<file path="src/rtl/pc_sequencer.sv">
// rtl/pc_sequencer.sv - fetch/decode/execute control unit for the 6-bit CPU
//
// Owns the 3-bit program counter and the 6-bit instruction register and
// steps IDLE -> FETCH -> DECODE -> EXEC -> FETCH ... until a HLT parks it
// in HALT (left only by reset). Datapath strobes are combinational decodes
// of the registered state and instruction, so they clear together with the
// asynchronous reset.
//
// Ports:
//   clk     in   1  clock, rising edge
//   rst_n   in   1  asynchronous active-low reset
//   start   in   1  level, leaves IDLE when high
//   stall   in   1  freezes FETCH/DECODE/EXEC, suppresses strobes
//   instr   in   6  instruction memory data at pc ([5:3] opcode, [2:0] imm)
//   zero    in   1  accumulator-zero flag, sampled by JZ in EXEC
//   pc      out  3  program counter
//   ir      out  6  instruction register
//   imm     out  3  ir[2:0]
//   alu_op  out  2  00 pass-imm, 01 add, 10 sub (00 when acc_we is low)
//   acc_we  out  1  accumulator write strobe
//   out_we  out  1  output-port write strobe
//   busy    out  1  in FETCH, DECODE or EXEC
//   halted  out  1  in HALT

module pc_sequencer (
  input  logic       clk,
  input  logic       rst_n,
  input  logic       start,
  input  logic       stall,
  input  logic [5:0] instr,
  input  logic       zero,
  output logic [2:0] pc,
  output logic [5:0] ir,
  output logic [2:0] imm,
  output logic [1:0] alu_op,
  output logic       acc_we,
  output logic       out_we,
  output logic       busy,
  output logic       halted
);

  typedef enum logic [2:0] {
    S_IDLE   = 3'd0,
    S_FETCH  = 3'd1,
    S_DECODE = 3'd2,
    S_EXEC   = 3'd3,
    S_HALT   = 3'd4
  } state_t;

  localparam logic [2:0] OP_NOP = 3'b000;
  localparam logic [2:0] OP_LDI = 3'b001;
  localparam logic [2:0] OP_ADD = 3'b010;
  localparam logic [2:0] OP_SUB = 3'b011;
  localparam logic [2:0] OP_JMP = 3'b100;
  localparam logic [2:0] OP_JZ  = 3'b101;
  localparam logic [2:0] OP_OUT = 3'b110;
  localparam logic [2:0] OP_HLT = 3'b111;

  localparam logic [1:0] ALU_PASS = 2'b00;
  localparam logic [1:0] ALU_ADD  = 2'b01;
  localparam logic [1:0] ALU_SUB  = 2'b10;

  state_t     state_q, state_d;
  logic [2:0] pc_q, pc_d;
  logic [5:0] ir_q, ir_d;
  logic [2:0] pc_inc;

  // 3-bit add wraps 7 -> 0 naturally.
  assign pc_inc = pc_q + 3'd1;

  always_ff @(posedge clk or negedge rst_n) begin
    if (!rst_n) begin
      state_q <= S_IDLE;
      pc_q    <= 3'd0;
      ir_q    <= 6'd0;
    end else begin
      state_q <= state_d;
      pc_q    <= pc_d;
      ir_q    <= ir_d;
    end
  end

  always_comb begin
    state_d = state_q;
    pc_d    = pc_q;
    ir_d    = ir_q;
    acc_we  = 1'b0;
    out_we  = 1'b0;
    alu_op  = ALU_PASS;

    case (state_q)
      S_IDLE: begin
        if (start) state_d = S_FETCH;
      end

      S_FETCH: begin
        if (!stall) begin
          ir_d    = instr;
          state_d = S_DECODE;
        end
      end

      S_DECODE: begin
        if (!stall) state_d = S_EXEC;
      end

      // A stalled EXEC does nothing at all, so the action fires exactly once,
      // in the first unstalled EXEC cycle, with zero sampled in that cycle.
      S_EXEC: begin
        if (!stall) begin
          state_d = S_FETCH;
          pc_d    = pc_inc;
          case (ir_q[5:3])
            OP_NOP: ;
            OP_LDI: begin
              acc_we = 1'b1;
              alu_op = ALU_PASS;
            end
            OP_ADD: begin
              acc_we = 1'b1;
              alu_op = ALU_ADD;
            end
            OP_SUB: begin
              acc_we = 1'b1;
              alu_op = ALU_SUB;
            end
            OP_JMP: pc_d = ir_q[2:0];
            OP_JZ:  pc_d = zero ? ir_q[2:0] : pc_inc;
            OP_OUT: out_we = 1'b1;
            OP_HLT: begin
              pc_d    = pc_q;
              state_d = S_HALT;
            end
          endcase
        end
      end

      S_HALT: ;

      default: state_d = S_IDLE;
    endcase
  end

  assign pc     = pc_q;
  assign ir     = ir_q;
  assign imm    = ir_q[2:0];
  assign busy   = (state_q == S_FETCH) || (state_q == S_DECODE) || (state_q == S_EXEC);
  assign halted = (state_q == S_HALT);

endmodule

</file>
<file path="config.mk">
export PLATFORM = sky130hd
export DESIGN_NAME = pc_sequencer
export DESIGN_NICKNAME = d
export VERILOG_FILES = /design/src/rtl/pc_sequencer.sv
export SDC_FILE = /design/constraint.sdc
export NUM_CORES = 1
export LEC_CHECK = 0
export ABC_AREA = 1
export CAP_MARGIN = 5
export CORE_MARGIN = 4
export CORE_UTILIZATION = 25
export CTS_BUF_LIST = sky130_fd_sc_hd__clkbuf_8
export DETAILED_ROUTE_END_ITERATION = 12
export PLACE_DENSITY = 0.54
export RECOVER_POWER = 50
export SYNTH_ARGS = -nofsm -noshare
export SYNTH_HDL_FRONTEND = slang
export SYNTH_SLANG_ARGS = --single-unit
</file>
<file path="constraint.sdc">
create_clock -name clk -period 2.8 [get_ports clk]
set_input_delay 0.42 -clock clk [delete_from_list [all_inputs] [get_ports clk]]
set_output_delay 0.42 -clock clk [all_outputs]
set_load 0.01 [all_outputs]
</file>
==> results of run 1 <==
[cell families (layout without fill, tap and decap cells)]
logic type      count (synthesis)  in the layout
buf+inv                        20             47
simple gates                   62             62
flops                          12             12
fa+ha+maj                       1              1
compound gates                  8              8
[worst max-delay path: cells and delay by family]
| family | cells | cell delay, ps |
|---|---|---|
| and+or+nand+nor | 2 | 240 |
| buffers and inverters | 3 | 1230 |
[state kept, by name (all words and copies together) (netlist names)]
signal	count
pc	3
state_q	3
ir	6
[report_power, final]
part / internal, mW / leakage (nW) / switching (mW) / total (mW)
clock: 0.0944 / 0.0216 / 0.0586 / 0.153
combinational: 0.0127 / 0.339 / 0.00844 / 0.0212
sequential: 0.174 / 0.152 / 0 / 0.174
total: 0.281 / 0.513 / 0.0670 / 0.348
[layout make-up]
type,instances,area (sq um)
fillers,306,1720
multi-input cells,71,315
flip-flops and latches,12,300
repair buffers,28,280
inverters,16,60.1
clock buffers,3,41.3
well taps,31,38.8
[worst max path at each step]
| stage | startpoint | end | slack [ps] | cells past startpoint |
|---|---|---|---|---|
| final | stall | alu_op[1] | 500 | 5 |
| after global routing | stall | alu_op[1] | 410 | 5 |
| after CTS | stall | alu_op[1] | 630 | 5 |
| after detailed placement | stall | alu_op[1] | 640 | 5 |
| after global placement | stall | out_we | 670 | 5 |
| after floorplan | state_q[0] | out_we | 1440 | 4 |
[cell usage after synthesis]
cell type,number
sky130_fd_sc_hd__buf_4,4
sky130_fd_sc_hd__o21ai_1,4
sky130_fd_sc_hd__o22ai_1,1
sky130_fd_sc_hd__nor3_1,1
sky130_fd_sc_hd__inv_2,4
sky130_fd_sc_hd__nand2_2,1
sky130_fd_sc_hd__nand4_2,1
sky130_fd_sc_hd__nor2_2,1
sky130_fd_sc_hd__nor2_1,11
sky130_fd_sc_hd__inv_1,12
sky130_fd_sc_hd__o21ai_0,1
sky130_fd_sc_hd__dfrtp_1,12
sky130_fd_sc_hd__nand3_1,9
sky130_fd_sc_hd__ha_1,1
sky130_fd_sc_hd__nor2_4,1
sky130_fd_sc_hd__nand2_1,36
sky130_fd_sc_hd__a21oi_1,2
sky130_fd_sc_hd__nand3_2,1
[per-layer routing]
metal / share of wire / global-route usage
met3: 0.059 / 0.0356
met5: 0 / 0
met4: 0.016 / 0.0545
met1: 0.43 / 0.121
met2: 0.50 / 0.170
[per-stage QoR]
stage	cells	hold WS, ps	util
after floorplan	103	124	-
after global placement	158	510	0.365
after detailed placement	158	517	0.365
after CTS	161	528	0.380
after global routing	161	579	0.376
final	161	528	0.376
==> implementation parameters, run 1 <==
Parameter                              Value

Floorplanning
  Area of the core ... between 2000 and 3000 sq um
  Horizontal die dimension ... between 60 and 70 um
  Row cnt ... 19
  Vertical die dimension ... 61.6 um
  Area enclosed by the die boundary ... about 3800 sq um
  Initial core utilization ... 0.260
  IO Pins ... 29

Placed design
  HPWL after detailed placement ... 1330 um
  Worst-case setup slack after placement ... 640 ps
  Placement Cell Area ... approximately 1000 sq um
  Placer's final routability congestion estimate ... 0.820
  Input/output buffers ... 28

Setup path
  Crit path kind ... in2out
  Data required time at the worst endpoint ... 2380 ps
  Worst Setup Start Kind ... primary input
  Data arrival, critical path ... 1880 ps
  Source of the worst register-to-register timing path ... state_q[2]
  Worst-path cell chain ... dlygate4sd3_1, inv_1, nand3_1, nor2_1, clkdlybuf4s50_1
  Internal reg-to-reg setup slack ... 1420 ps
  Type of element capturing the critical path ... output pin
  Reg2reg path depth ... 4
  Max stage delay on crit path ... between 500 and 600 ps
  Largest fanout of any net on the critical path ... 4
  Reg-to-reg endpoint ... ir[3]
  Worst-path cell with the longest stage delay ... sky130_fd_sc_hd__dlygate4sd3_1

Timing
  Max Clock Skew ... 0.749 ps
  Period utilization ... 0.821
  Measured slew at the worst slew-check pin ... 567 ps
  Setup-failing EPs final ... 0
  Slew Limit Headroom ... 0.621
  Number of hold violations in the final report ... 0
  Max Clock Freq ... around 430 MHz
  Minimum clock period ... 2300 ps
  Final Worst Setup Slack ... roughly 500 ps
  Final slew viol count ... 0
  Unrepaired setup endpoints after global routing ... false
  Setup TNS after final layout ... 0 ps

Worst hold path
  Worst Hold Launch ... pc[1]
  Class of the tightest hold or removal check ... reg2reg
  Worst Hold End ... pc[1]
  Cell depth of the worst min-delay path ... 2

Clocking
  Cell chosen for the clock root ... sky130_fd_sc_hd__clkbuf_8
  Resized cells post-CTS ... 0
  Clock-pin slew reported for the worst setup and hold paths after clock tree synthesis ... 50 ps
  Source-to-sink clock delay at the later pin of the worst-skew pair ... 230 ps
  Total number of H-tree levels ... 1
  Number of hold buffers added after CTS ... 0
  Clock Sinks ... 12
  Cts bufs inserted ... 3
  Buffer count from post-CTS setup fixing ... 0
  Worst-case clock buffer depth ... 2
  TritonCTS clock tree ... done

Detailed routing
  WL final ... 1650 um
  Post-route antenna net violation count ... 0
  DRC viols ... 0
  Violation count after the first detailed-routing iteration ... 13
  Pre-antenna DRT Iters ... 4
  Total via count in the routed design ... 722
  Detail-routed via count per cell ... approximately 4.5
  Post-detailed-route wirelength per cell ... slightly above 10 um

Layout
  Leading cell type in the layout, fill and taps excluded ... sky130_fd_sc_hd__nand2_1
  Area growth from synthesis to final layout ... 44.5%
  Final cell area excluding filler cells ... 1040 sq um
  Net count, final ... 144
  Antenna Diode Count ... 0
  Commonest non-fill, non-tap cells in the layout ... sky130_fd_sc_hd__nand2_1 (36), sky130_fd_sc_hd__clkdlybuf4s50_1 (26), sky130_fd_sc_hd__inv_1 (14)
  Share of cells above drive strength 1 ... 0.0538

Pwr
  P_leak ... slightly above 0.5 nW
  Power density over the cells ... 336 nW/um^2
  Design Power ... 0.348 mW
  Worst vdd rail ir drop ... 0.187 mV

Synth
  Cell Area, Synth ... just over 700 sq um
  Mux contribution to synthesized area ... 0
  Number of warnings issued by yosys ... 0
  Combinational family with the most area after synthesis ... simple AND/OR/NAND/NOR gates
  FF+latch count, synth ... 12
  Share of synthesized cell area in full adder, half adder and majority cells ... 0.0175
  Synth Area in Simple Gates ... 0.380
  Cell type contributing the most total cell area after synthesis ... sky130_fd_sc_hd__dfrtp_1
  Parity-gate share of the synthesized area counting xor and xnor cells ... 0
  Biggest area contributors in the synthesized netlist ... sky130_fd_sc_hd__dfrtp_1 (42%), sky130_fd_sc_hd__nand2_1 (19%), sky130_fd_sc_hd__nand3_1 (6.3%), sky130_fd_sc_hd__inv_1 (6.3%), sky130_fd_sc_hd__nor2_1 (5.8%)
  Sequential cell area fraction in the yosys report ... 0.419
  Fraction of post-synthesis cell area in the top cell type by area ... 0.419
  Number of instances in the synthesized netlist ... 103
  Post-synthesis average cell area ... 6.96 sq um
  Synth Net Count ... around 120
  Number of different library cells in the post-synthesis netlist ... 18
  Compound-gate portion of the synthesized area ... 0.0576

Global route
  Number of antenna violations at the first check in global routing ... 0
  Global-route wire length before repair ... 2900 um
  GRT Util Overall ... 0.105
  Pin count of the biggest net entering global routing ... 13
  Overflow left after global routing ... 0
  Via count of the first global-routing pass ... 669

Flow run
  MaxCap Viol Count ... 0

Run status
  Run status ... finished clean
No activity file was read; power rests on OpenSTA's default activity.
==> inputs of run 2 (changes only) <==
clock period = 2.4 ns   (was 2.8 ns; I/O delays follow)
==> run 2 against run 1 <==
  * Register-to-register slack worse by 360 ps
  * Via count up 0.14%
  * Worst hold slack got worse by 3.2 ps
  * Combinational power rose by 18%
  * Sequential power grew 16%
  * Critical path type unchanged
  * Largest cell class unchanged
  * Largest power group is now clock
  * Highest routed layer unchanged
==> implementation parameters, run 2 (synthesis results as in run 1) <==
Parameter                              Value

Layout
  Area growth from synthesis to final layout ... 47.1%
  Antenna Diode Count ... 0
  Total of fill cells in the finished design ... 307
  Register area ... 300 sq um
  Commonest non-fill, non-tap cells in the layout ... sky130_fd_sc_hd__nand2_1 (36), sky130_fd_sc_hd__clkdlybuf4s50_1 (26), sky130_fd_sc_hd__inv_1 (13)
  Final cell area excluding filler cells ... 1050 sq um
  Share of cells above drive strength 1 ... 0.0763
  Leading cell type in the layout, fill and taps excluded ... sky130_fd_sc_hd__nand2_1
  Max reg flops ... 6
  Net count, final ... 144
  Area of the multi-input gates ... 320 sq um

Timing
  Setup-failing EPs final ... 0
  Final slew viol count ... 0
  Period utilization ... 0.863
  Measured slew at the worst slew-check pin ... 564 ps
  Unrepaired setup endpoints after global routing ... false
  Max Clock Freq ... 483 MHz
  Minimum clock period ... 2070 ps
  Setup TNS after final layout ... 0 ps
  Slew Limit Headroom ... 0.623
  Number of hold violations in the final report ... 0
  Max Clock Skew ... approximately 0.84 ps
  Final Worst Setup Slack ... 328 ps

Worst hold path
  Class of the tightest hold or removal check ... reg2reg

Clocking
  Clock Sinks ... 12
  TritonCTS clock tree ... done
  Worst-case clock buffer depth ... 2
  Cell chosen for the clock root ... sky130_fd_sc_hd__clkbuf_8
  Total number of H-tree levels ... 1
  Source-to-sink clock delay at the later pin of the worst-skew pair ... 240 ps
  Resized cells post-CTS ... 0
  Buffer count from post-CTS setup fixing ... 0
  Cts bufs inserted ... 3
  Clock-pin slew reported for the worst setup and hold paths after clock tree synthesis ... 50 ps
  Number of hold buffers added after CTS ... 0

Placed design
  Input/output buffers ... 28
  Placer's final routability congestion estimate ... 0.820
  HPWL after detailed placement ... 1350 um
  Placement Cell Area ... ~1000 sq um
  Worst-case setup slack after placement ... approximately 340 ps

Setup path
  Data arrival, critical path ... about 1700 ps
  Largest fanout of any net on the critical path ... 4
  Worst Setup Start Kind ... primary input
  Type of element capturing the critical path ... output pin
  Data required time at the worst endpoint ... 2040 ps
  Crit path kind ... in2out

Floorplanning
  Horizontal die dimension ... 61.6 um
  Initial core utilization ... 0.260
  Row cnt ... 19
  IO Pins ... 29
  Vertical die dimension ... 61.6 um
  Area of the core ... between 2000 and 3000 sq um
  Area enclosed by the die boundary ... 3790 sq um

Detailed routing
  Violation count after the first detailed-routing iteration ... 10
  Total via count in the routed design ... 723
  Post-detailed-route wirelength per cell ... around 10 um
  DRC viols ... 0
  Post-route antenna net violation count ... 0
  Detail-routed via count per cell ... 4.46
  Pre-antenna DRT Iters ... 4
  WL final ... approximately 1700 um

Global route
  Number of antenna violations at the first check in global routing ... 0
  Pin count of the biggest net entering global routing ... 13
  GRT Util Overall ... 0.0991
  Global-route wire length before repair ... 2810 um
  Overflow left after global routing ... 0
  Via count of the first global-routing pass ... 682

Pwr
  P_leak ... between 0.5 and 0.6 nW
  Design Power ... 0.449 mW
  Worst vdd rail ir drop ... 0.254 mV
  Power density over the cells ... 426 nW/um^2

Run status
  Run status ... finished clean

Flow run
  MaxCap Viol Count ... 0
## run 2: cell types whose count changed in the layout (fill, tap and decap cells not counted), sizes merged
cell,change
clkbuf,+1
## run 2: cell type report
cell class / count / share of cell area
tap: 31 / 0.0368
multi-input combinational: 71 / 0.304
clock buffer: 4 / 0.0522
timing repair buffer: 28 / 0.266
sequential: 12 / 0.285
inverter: 16 / 0.0569
## run 2: power breakdown
group,total [mW],internal [mW],switching (mW)
Sequential,0.202,0.202,0
Clock,0.222,0.145,0.0766
Combinational,0.0250,0.0149,0.0102
Total,0.449,0.362,0.0867
## run 2: critical path: stages
cell	delay, ps
sky130_fd_sc_hd__clkdlybuf4s50_1	420
sky130_fd_sc_hd__inv_1	130
sky130_fd_sc_hd__nand3_1	140
sky130_fd_sc_hd__nor2_1	110
sky130_fd_sc_hd__clkdlybuf4s50_1	550
## run 2: worst paths after layout
path / from / to / slack, ps / cells after the start
hold / removal: pc[1] / pc[1] / 520 / 2
min in group asynchronous: rst_n / ir[5] / 550 / 1
hold reg to reg: pc[1] / pc[1] / 520 / 2
setup / recovery: stall / alu_op[1] / 330 / 5
setup reg to reg: state_q[2] / ir[5] / 1060 / 4
max in group asynchronous: rst_n / pc[1] / 1480 / 1
## run 2: stage by stage
stage | cells | hold WS, ps | util
finish | 162 | 525 | 0.382
global route | 162 | 576 | 0.382
CTS | 162 | 502 | 0.385
detailed placement | 158 | 517 | 0.365
global placement | 158 | 510 | 0.365
floorplan | 103 | 64.4 | -
## run 2: layer usage
layer / wire, um / vias to the layer above / GRT usage
met1: 750 / 330 / 0.112
met4: 21 / 0 / 0.0455
met5: 0 / - / 0
li1: - / 371 / -
met2: 830 / 18 / 0.170
met3: 70 / 4 / 0.0294
